File: src/rtl/fetch_stage_pkg.sv
// Shared core definitions for the instruction-fetch front end: the encodings
// of the NOP and HALT opcode, and the fetch FSM state type.
package fetch_stage_pkg;

  localparam logic [15:0] NOP_INSTR_DEF = 16'h0800;
  localparam logic [4:0]  HALT_OPC_DEF  = 5'b00000;

  typedef enum logic [1:0] {
    ST_FETCH  = 2'd0,
    ST_HOLD   = 2'd1,
    ST_HALTED = 2'd2
  } fetch_state_t;

  function automatic logic [15:0] pc_plus2(input logic [15:0] a);
    return a + 16'd2;
  endfunction

endpackage

File: src/rtl/fetch_hold_buf.sv
// One-entry holding register for an instruction (and its PC+2) that arrived
// while decode was stalled. Clear wins over load.
module fetch_hold_buf
  import fetch_stage_pkg::*;
#(
  parameter logic [15:0] NOP_INSTR = NOP_INSTR_DEF
) (
  input  logic        clk,
  input  logic        rst,
  input  logic        load,
  input  logic        clear,
  input  logic [15:0] instr_in,
  input  logic [15:0] pc2_in,
  output logic [15:0] instr,
  output logic [15:0] pc2
);

  always_ff @(posedge clk or negedge rst) begin
    if (!rst) begin
      instr <= NOP_INSTR;
      pc2   <= 16'h0000;
    end else if (clear) begin
      instr <= NOP_INSTR;
      pc2   <= 16'h0000;
    end else if (load) begin
      instr <= instr_in;
      pc2   <= pc2_in;
    end
  end

endmodule

File: src/rtl/fetch_stage.sv
// Instruction-fetch front end: owns the PC, runs the imem request/response
// handshake and presents PC+2 / instruction pairs to the IF/ID register.
module fetch_stage
  import fetch_stage_pkg::*;
#(
  parameter logic [15:0] RESET_PC  = 16'h0000,
  parameter logic [15:0] NOP_INSTR = NOP_INSTR_DEF,
  parameter logic [4:0]  HALT_OPC  = HALT_OPC_DEF
) (
  input  logic         clk,
  input  logic         rst,
  output logic         imem_req,
  output logic [15:0]  imem_addr,
  input  logic         imem_done,
  input  logic [15:0]  imem_data,
  input  logic         stall_in,
  input  logic         redirect_valid,
  input  logic [15:0]  redirect_pc,
  output logic [15:0]  pc_next_out,
  output logic [15:0]  instruction_out,
  output logic         valid_out,
  output logic         halted,
  output fetch_state_t state_dbg
);

  // Handshake: imem_req stays high with imem_addr stable until the one-cycle
  // imem_done pulse; valid_out means IF/ID takes the word this very cycle.
  fetch_state_t state;
  logic [15:0]  pc;
  logic [15:0]  req_addr;
  logic         squash;
  logic [15:0]  hold_instr;
  logic [15:0]  hold_pc2;

  logic [15:0] redirect_tgt;
  logic [15:0] req_pc2;
  logic        fetch_take;
  logic        accept_fetch;
  logic        capture;
  logic        hold_show;
  logic        accept_hold;
  logic        fetch_is_halt;
  logic        hold_is_halt;

  assign redirect_tgt  = redirect_pc & ~16'h0001;
  assign req_pc2       = pc_plus2(req_addr);
  assign fetch_take    = (state == ST_FETCH) && imem_done && !squash && !redirect_valid;
  assign accept_fetch  = fetch_take && !stall_in;
  assign capture       = fetch_take && stall_in;
  assign hold_show     = (state == ST_HOLD) && !redirect_valid;
  assign accept_hold   = hold_show && !stall_in;
  assign fetch_is_halt = (imem_data[15:11] == HALT_OPC);
  assign hold_is_halt  = (hold_instr[15:11] == HALT_OPC);

  fetch_hold_buf #(.NOP_INSTR(NOP_INSTR)) u_hold (
    .clk      (clk),
    .rst      (rst),
    .load     (capture),
    .clear    (redirect_valid),
    .instr_in (imem_data),
    .pc2_in   (req_pc2),
    .instr    (hold_instr),
    .pc2      (hold_pc2)
  );

  always_comb begin
    imem_req        = (state == ST_FETCH);
    imem_addr       = req_addr;
    halted          = (state == ST_HALTED);
    valid_out       = accept_fetch || accept_hold;
    state_dbg       = state;
    instruction_out = NOP_INSTR;
    pc_next_out     = pc_plus2(pc);
    if (accept_fetch) begin
      instruction_out = imem_data;
      pc_next_out     = req_pc2;
    end else if (hold_show) begin
      instruction_out = hold_instr;
      pc_next_out     = hold_pc2;
    end
  end

  always_ff @(posedge clk or negedge rst) begin
    if (!rst) begin
      state    <= ST_FETCH;
      pc       <= RESET_PC;
      req_addr <= RESET_PC;
      squash   <= 1'b0;
    end else if (redirect_valid) begin
      pc    <= redirect_tgt;
      state <= ST_FETCH;
      // An in-flight request cannot be cancelled; its word is dropped on return.
      if (state != ST_FETCH || imem_done) begin
        req_addr <= redirect_tgt;
        squash   <= 1'b0;
      end else begin
        squash   <= 1'b1;
      end
    end else begin
      case (state)
        ST_FETCH: begin
          if (imem_done) begin
            if (squash) begin
              req_addr <= pc;
              squash   <= 1'b0;
            end else if (!stall_in) begin
              pc       <= req_pc2;
              req_addr <= req_pc2;
              if (fetch_is_halt) state <= ST_HALTED;
            end else begin
              state <= ST_HOLD;
            end
          end
        end
        ST_HOLD: begin
          if (!stall_in) begin
            pc       <= hold_pc2;
            req_addr <= hold_pc2;
            state    <= hold_is_halt ? ST_HALTED : ST_FETCH;
          end
        end
        ST_HALTED: state <= ST_HALTED;
        default:   state <= ST_FETCH;
      endcase
    end
  end

endmodule

File: config.mk
export PLATFORM = sky130hd
export DESIGN_NAME = fetch_stage
export DESIGN_NICKNAME = d
export VERILOG_FILES = /design/src/rtl/fetch_stage_pkg.sv /design/src/rtl/fetch_hold_buf.sv /design/src/rtl/fetch_stage.sv
export SDC_FILE = /design/constraint.sdc
export NUM_CORES = 1
export LEC_CHECK = 0
export CAP_MARGIN = 25
export CELL_PAD_IN_SITES_DETAIL_PLACEMENT = 1
export CELL_PAD_IN_SITES_GLOBAL_PLACEMENT = 1
export CORE_MARGIN = 2
export CORE_UTILIZATION = 35
export CTS_BUF_LIST = sky130_fd_sc_hd__clkbuf_4
export DETAILED_ROUTE_END_ITERATION = 12
export PLACE_DENSITY_LB_ADDON = 0.1
export SLEW_MARGIN = 5
export SYNTH_ARGS = -nofsm -noshare
export SYNTH_HDL_FRONTEND = slang
export SYNTH_SLANG_ARGS = --single-unit
File: constraint.sdc
create_clock -name clk -period 2.6 [get_ports clk]
set_input_delay 0.65 -clock clk [delete_from_list [all_inputs] [get_ports clk]]
set_output_delay 0.65 -clock clk [all_outputs]
set_load 0.05 [all_outputs]
==> qor.csv <==
stage,metric,value,unit
cts,Clock transition at path regs,0.12,ns
sta,skew final,0.01146,ns
worst_setup_path,worst-path cell chain,nand4_1 -> nor4_4 -> buf_4 -> xor2_4 -> nand2_2 -> o21ai_4 -> buf_12,
sta,Final Setup Violations,32,
detailed_routing,initial DRC count,308,
cells_and_area,share of layout cells above drive strength 1,41.65,%
die,starting density of the core,35.64,%
sta,max-slew violations,0,
worst_setup_path,CP endpoint kind,primary output,
cts,Num CTS Buffers,9,
detailed_routing,Residual DRC,0,
worst_setup_path,CP Class,register to primary output,
yosys,"Distinct cells, synth",58,
die,Core Rows,40,
worst_setup_path,delay of the slowest critical-path stage,0.48,ns
detailed_routing,via-per-instance ratio,5.892,
cells_and_area,Layout area overhead,75.60,%
die,Die ar.,13030,sq um
global_route,first-pass GRT wire length,28.31,mm
worst_setup_path,Crit path depth,7,
worst_setup_path,critical path arrival,2.24,ns
worst_hold_path,Hold WC Path Type,input pin to asynchronous set/reset pin,
pwr,leakage,3.291,nW
place,DP HPWL,10.95,mm
flow_run,Max Cap Viol,0,
die,Die Width,114.1,um
sta,worst setup margin,-0.2912,ns
global_route,gr busiest metal,met2,
yosys,sequential area share after synthesis,39.52,%
yosys,number of enable flip-flop cells after synthesis,0,
cts,CTS Buffer Depth,2,
place,dpl ws,-0.3810,ns
cts,H-tree Lvls,3,
worst_setup_path,WP data required,1.95,ns
global_route,GR Util met1,34.47,%
yosys,synthesized flop and latch total,67,
sta,Fin. Hold Viols,0,
yosys,cell area after synthesis,4245,sq um
yosys,Yosys warnings,0,
status,outcome,"finished, violations left",
detailed_routing,post-route ant nets,0,
die,core area,11910,sq um
worst_setup_path,r2r worst-path depth,8,
place,gp weighted congestion,0.8500,
cts,CTS tree,yes,
place,I/O Buffers,88,
detailed_routing,Pre-antenna DRT Iters,6,
cells_and_area,fillers,1284,
worst_setup_path,CP startpoint kind,register,
pwr,Worst VDD drop,0.0002858,V
detailed_routing,final wirelength,18.86,mm
sta,Rel. slew slack,62.50,%
yosys,Syn Area/Cell,8.324,sq um
cts,Skew-Pair Late Insertion Delay,0.46,ns
sta,fin crit period,2.891,ns
cts,CTS sink cnt,67,
pwr,total power divided by cell area,601.8,nW/um^2
global_route,met3 Use GR,5.135,%
global_route,largest net degree at the start of global routing,68,
worst_setup_path,Worst path top cell family by delay,simple AND/OR/NAND/NOR gates,
detailed_routing,wire per inst,22.53,um
sta,fin crit share,111.2,%
pwr,Tot Pwr,0.004486,W
global_route,routing usage on met2,49.92,%
worst_setup_path,crit path buf inv count,2,
worst_setup_path,CP Max Fanout,7,
worst_setup_path,CP max stage cell,dfrtp_2,
global_route,Tot GR Track Use,28.39,%
yosys,Mapped Cells,510,
cts,clk root buf,clkbuf_4,
global_route,antenna violations before repair,1,
sta,RSZ-0062 raised after global routing,yes,
status,failing checks,negative setup slack,
die,die height,114.1,um
sta,f_max,345.9,MHz
yosys,Most used DFF post-synth,dfrtp_1,
cells_and_area,post-layout util,62.58,%
global_route,GRT Residual Overflow,0,
yosys,Mapped Nets,549,
detailed_routing,via count,4932,
sta,worst slew pin tran,0.5605,ns
die,I/O pin total,90,
cts,# hold bufs at CTS,0,
yosys,Post-synth ARST share,100.0,%
global_route,vias in the first global route,5175,
cells_and_area,Final Net Count,723,
timing repair:
action	CTS	global route
pin swaps	31	21
buffers inserted	38	21
gates cloned	2	1
setup endpoints to repair	33	34
gates resized for setup	116	33
registers in the layout, summed over array words and instances, names as in the netlist:
signal / cells
imem_addr: 16
pc: 16
squash: 1
state_dbg: 2
u_hold.instr: 16
u_hold.pc2: 16
cell type report:
class / count / area (sq um) / share of cell area (%)
diodes: 1 / 2.502 / 0.03357
clock buffers: 11 / 82.58 / 1.108
clock inverters: 5 / 20.02 / 0.2685
inverters: 5 / 18.77 / 0.2518
multi-input cells: 396 / 3162 / 42.41
flip-flops and latches: 67 / 1699 / 22.79
well taps: 147 / 183.9 / 2.467
repair buffers: 205 / 2286 / 30.66
path summary, 6_finish.rpt:
path / startpoint / endpoint / slack, ns
setup / recovery: imem_addr[9]$_DFFE_PN0P_ / pc_next_out[14] / -0.29
hold reg to reg: u_hold.instr[3]$_DFFE_PN0P_ / u_hold.instr[3]$_DFFE_PN0P_ / 0.54
min in group clk: u_hold.instr[3]$_DFFE_PN0P_ / u_hold.instr[3]$_DFFE_PN0P_ / 0.54
max in group asynchronous: rst / u_hold.instr[11]$_DFFE_PN1P_ / 2.07
hold / removal: rst / imem_addr[7]$_DFFE_PN0P_ / 0.19
setup reg to reg: state_dbg[0]$_DFFE_PN0P_ / imem_addr[7]$_DFFE_PN0P_ / 0.40
kinds of logic (layout without fill, tap and decap cells):
family	count (synthesis)	in the layout	synth area share, %
compound gates	145	145	23.61
xor+xnor	27	27	5.570
fa+ha+maj	2	2	0.5894
buf+inv	47	226	4.922
flops	67	67	39.52
mux	7	7	1.709
other cells	0	1	0
simple gates	215	215	24.08
metal layers:
metal  wire length, um  up-vias  share of wire (%)
li1                  -     2192                  -
met1              7700     2525                 41
met2              9623      182                 51
met3              1101       33                5.8
met4               433        0                2.3
met5                 0        -                  0
per-stage QoR:
step	TNS (ns)	area (sq um)	std cells	hold slack (ns)
2_1_floorplan	-0.09233	4532	510	0.3544
3_3_place_gp	-9.888	6197	760	0.4830
3_5_place_dp	-10.92	6197	760	0.4983
4_1_cts	-3.069	7171	816	0.2065
5_1_grt	-6.071	7455	837	0.2042
6_report	-3.486	7455	837	0.1885
where the power goes:
group          switching (W)  internal [W]  total (W)  leakage, nW
combinational        0.00138       0.00110    0.00249         2.38
sequential          0.000186       0.00118    0.00136        0.849
clock               0.000430      0.000205   0.000635       0.0608
total                0.00200       0.00249    0.00449         3.29
worst reg2reg max path: stages, from the launching register on:
cell and delay [ns]:
dfrtp_2 0.45, buf_6 0.12, buf_4 0.14, buf_4 0.16, or3_1 0.42, o31ai_4 0.12, buf_4 0.29, nor2_1 0.08
a221o_1 0.30
cells in the final DEF, fill, tap and decap left out, types with 6 or more instances in the layout:
cell,n
o21ai_4,8
nor2_4,6
o21ai_1,14
clkbuf_4,11
buf_12,42
xor2_1,9
clkdlybuf4s50_1,45
a31oi_1,7
nor2_1,35
nand3_1,40
dfrtp_2,17
and3_1,6
o22ai_4,7
dfrtp_1,49
buf_4,98
o21ai_0,24
a22o_4,15
xnor2_1,6
o211ai_1,9
a221oi_1,7
buf_6,7
a21oi_1,13
xor2_2,8
nand2_1,67
synthesized netlist by cell type, types with 3 or more instances:
master	n	area [sq um]
mux2i_1	5	50.05
inv_1	3	11.26
dfrtp_1	66	1652
nand2_1	75	281.5
nor2b_1	3	18.77
a22oi_1	4	30.03
buf_2	11	55.05
o211ai_1	9	67.56
a21oi_1	13	65.06
and2_1	6	37.54
buf_1	3	11.26
a222oi_1	4	40.04
nor3_1	8	40.04
a22o_1	15	131.4
or3_1	3	18.77
clkbuf_1	25	93.84
a221oi_1	7	61.31
xnor2_1	9	78.83
nor2_1	45	168.9
o22ai_1	8	50.05
o32a_1	3	30.03
a221o_1	4	40.04
xor2_1	18	157.7
a31oi_1	9	56.30
nor4_1	5	31.28
nand3_1	45	225.2
o21ai_1	14	70.07
o21a_1	4	30.03
nand4_1	4	25.02
o21ai_0	37	185.2
and3_1	8	50.05
Note: power is estimated with default switching activity, not from simulation.
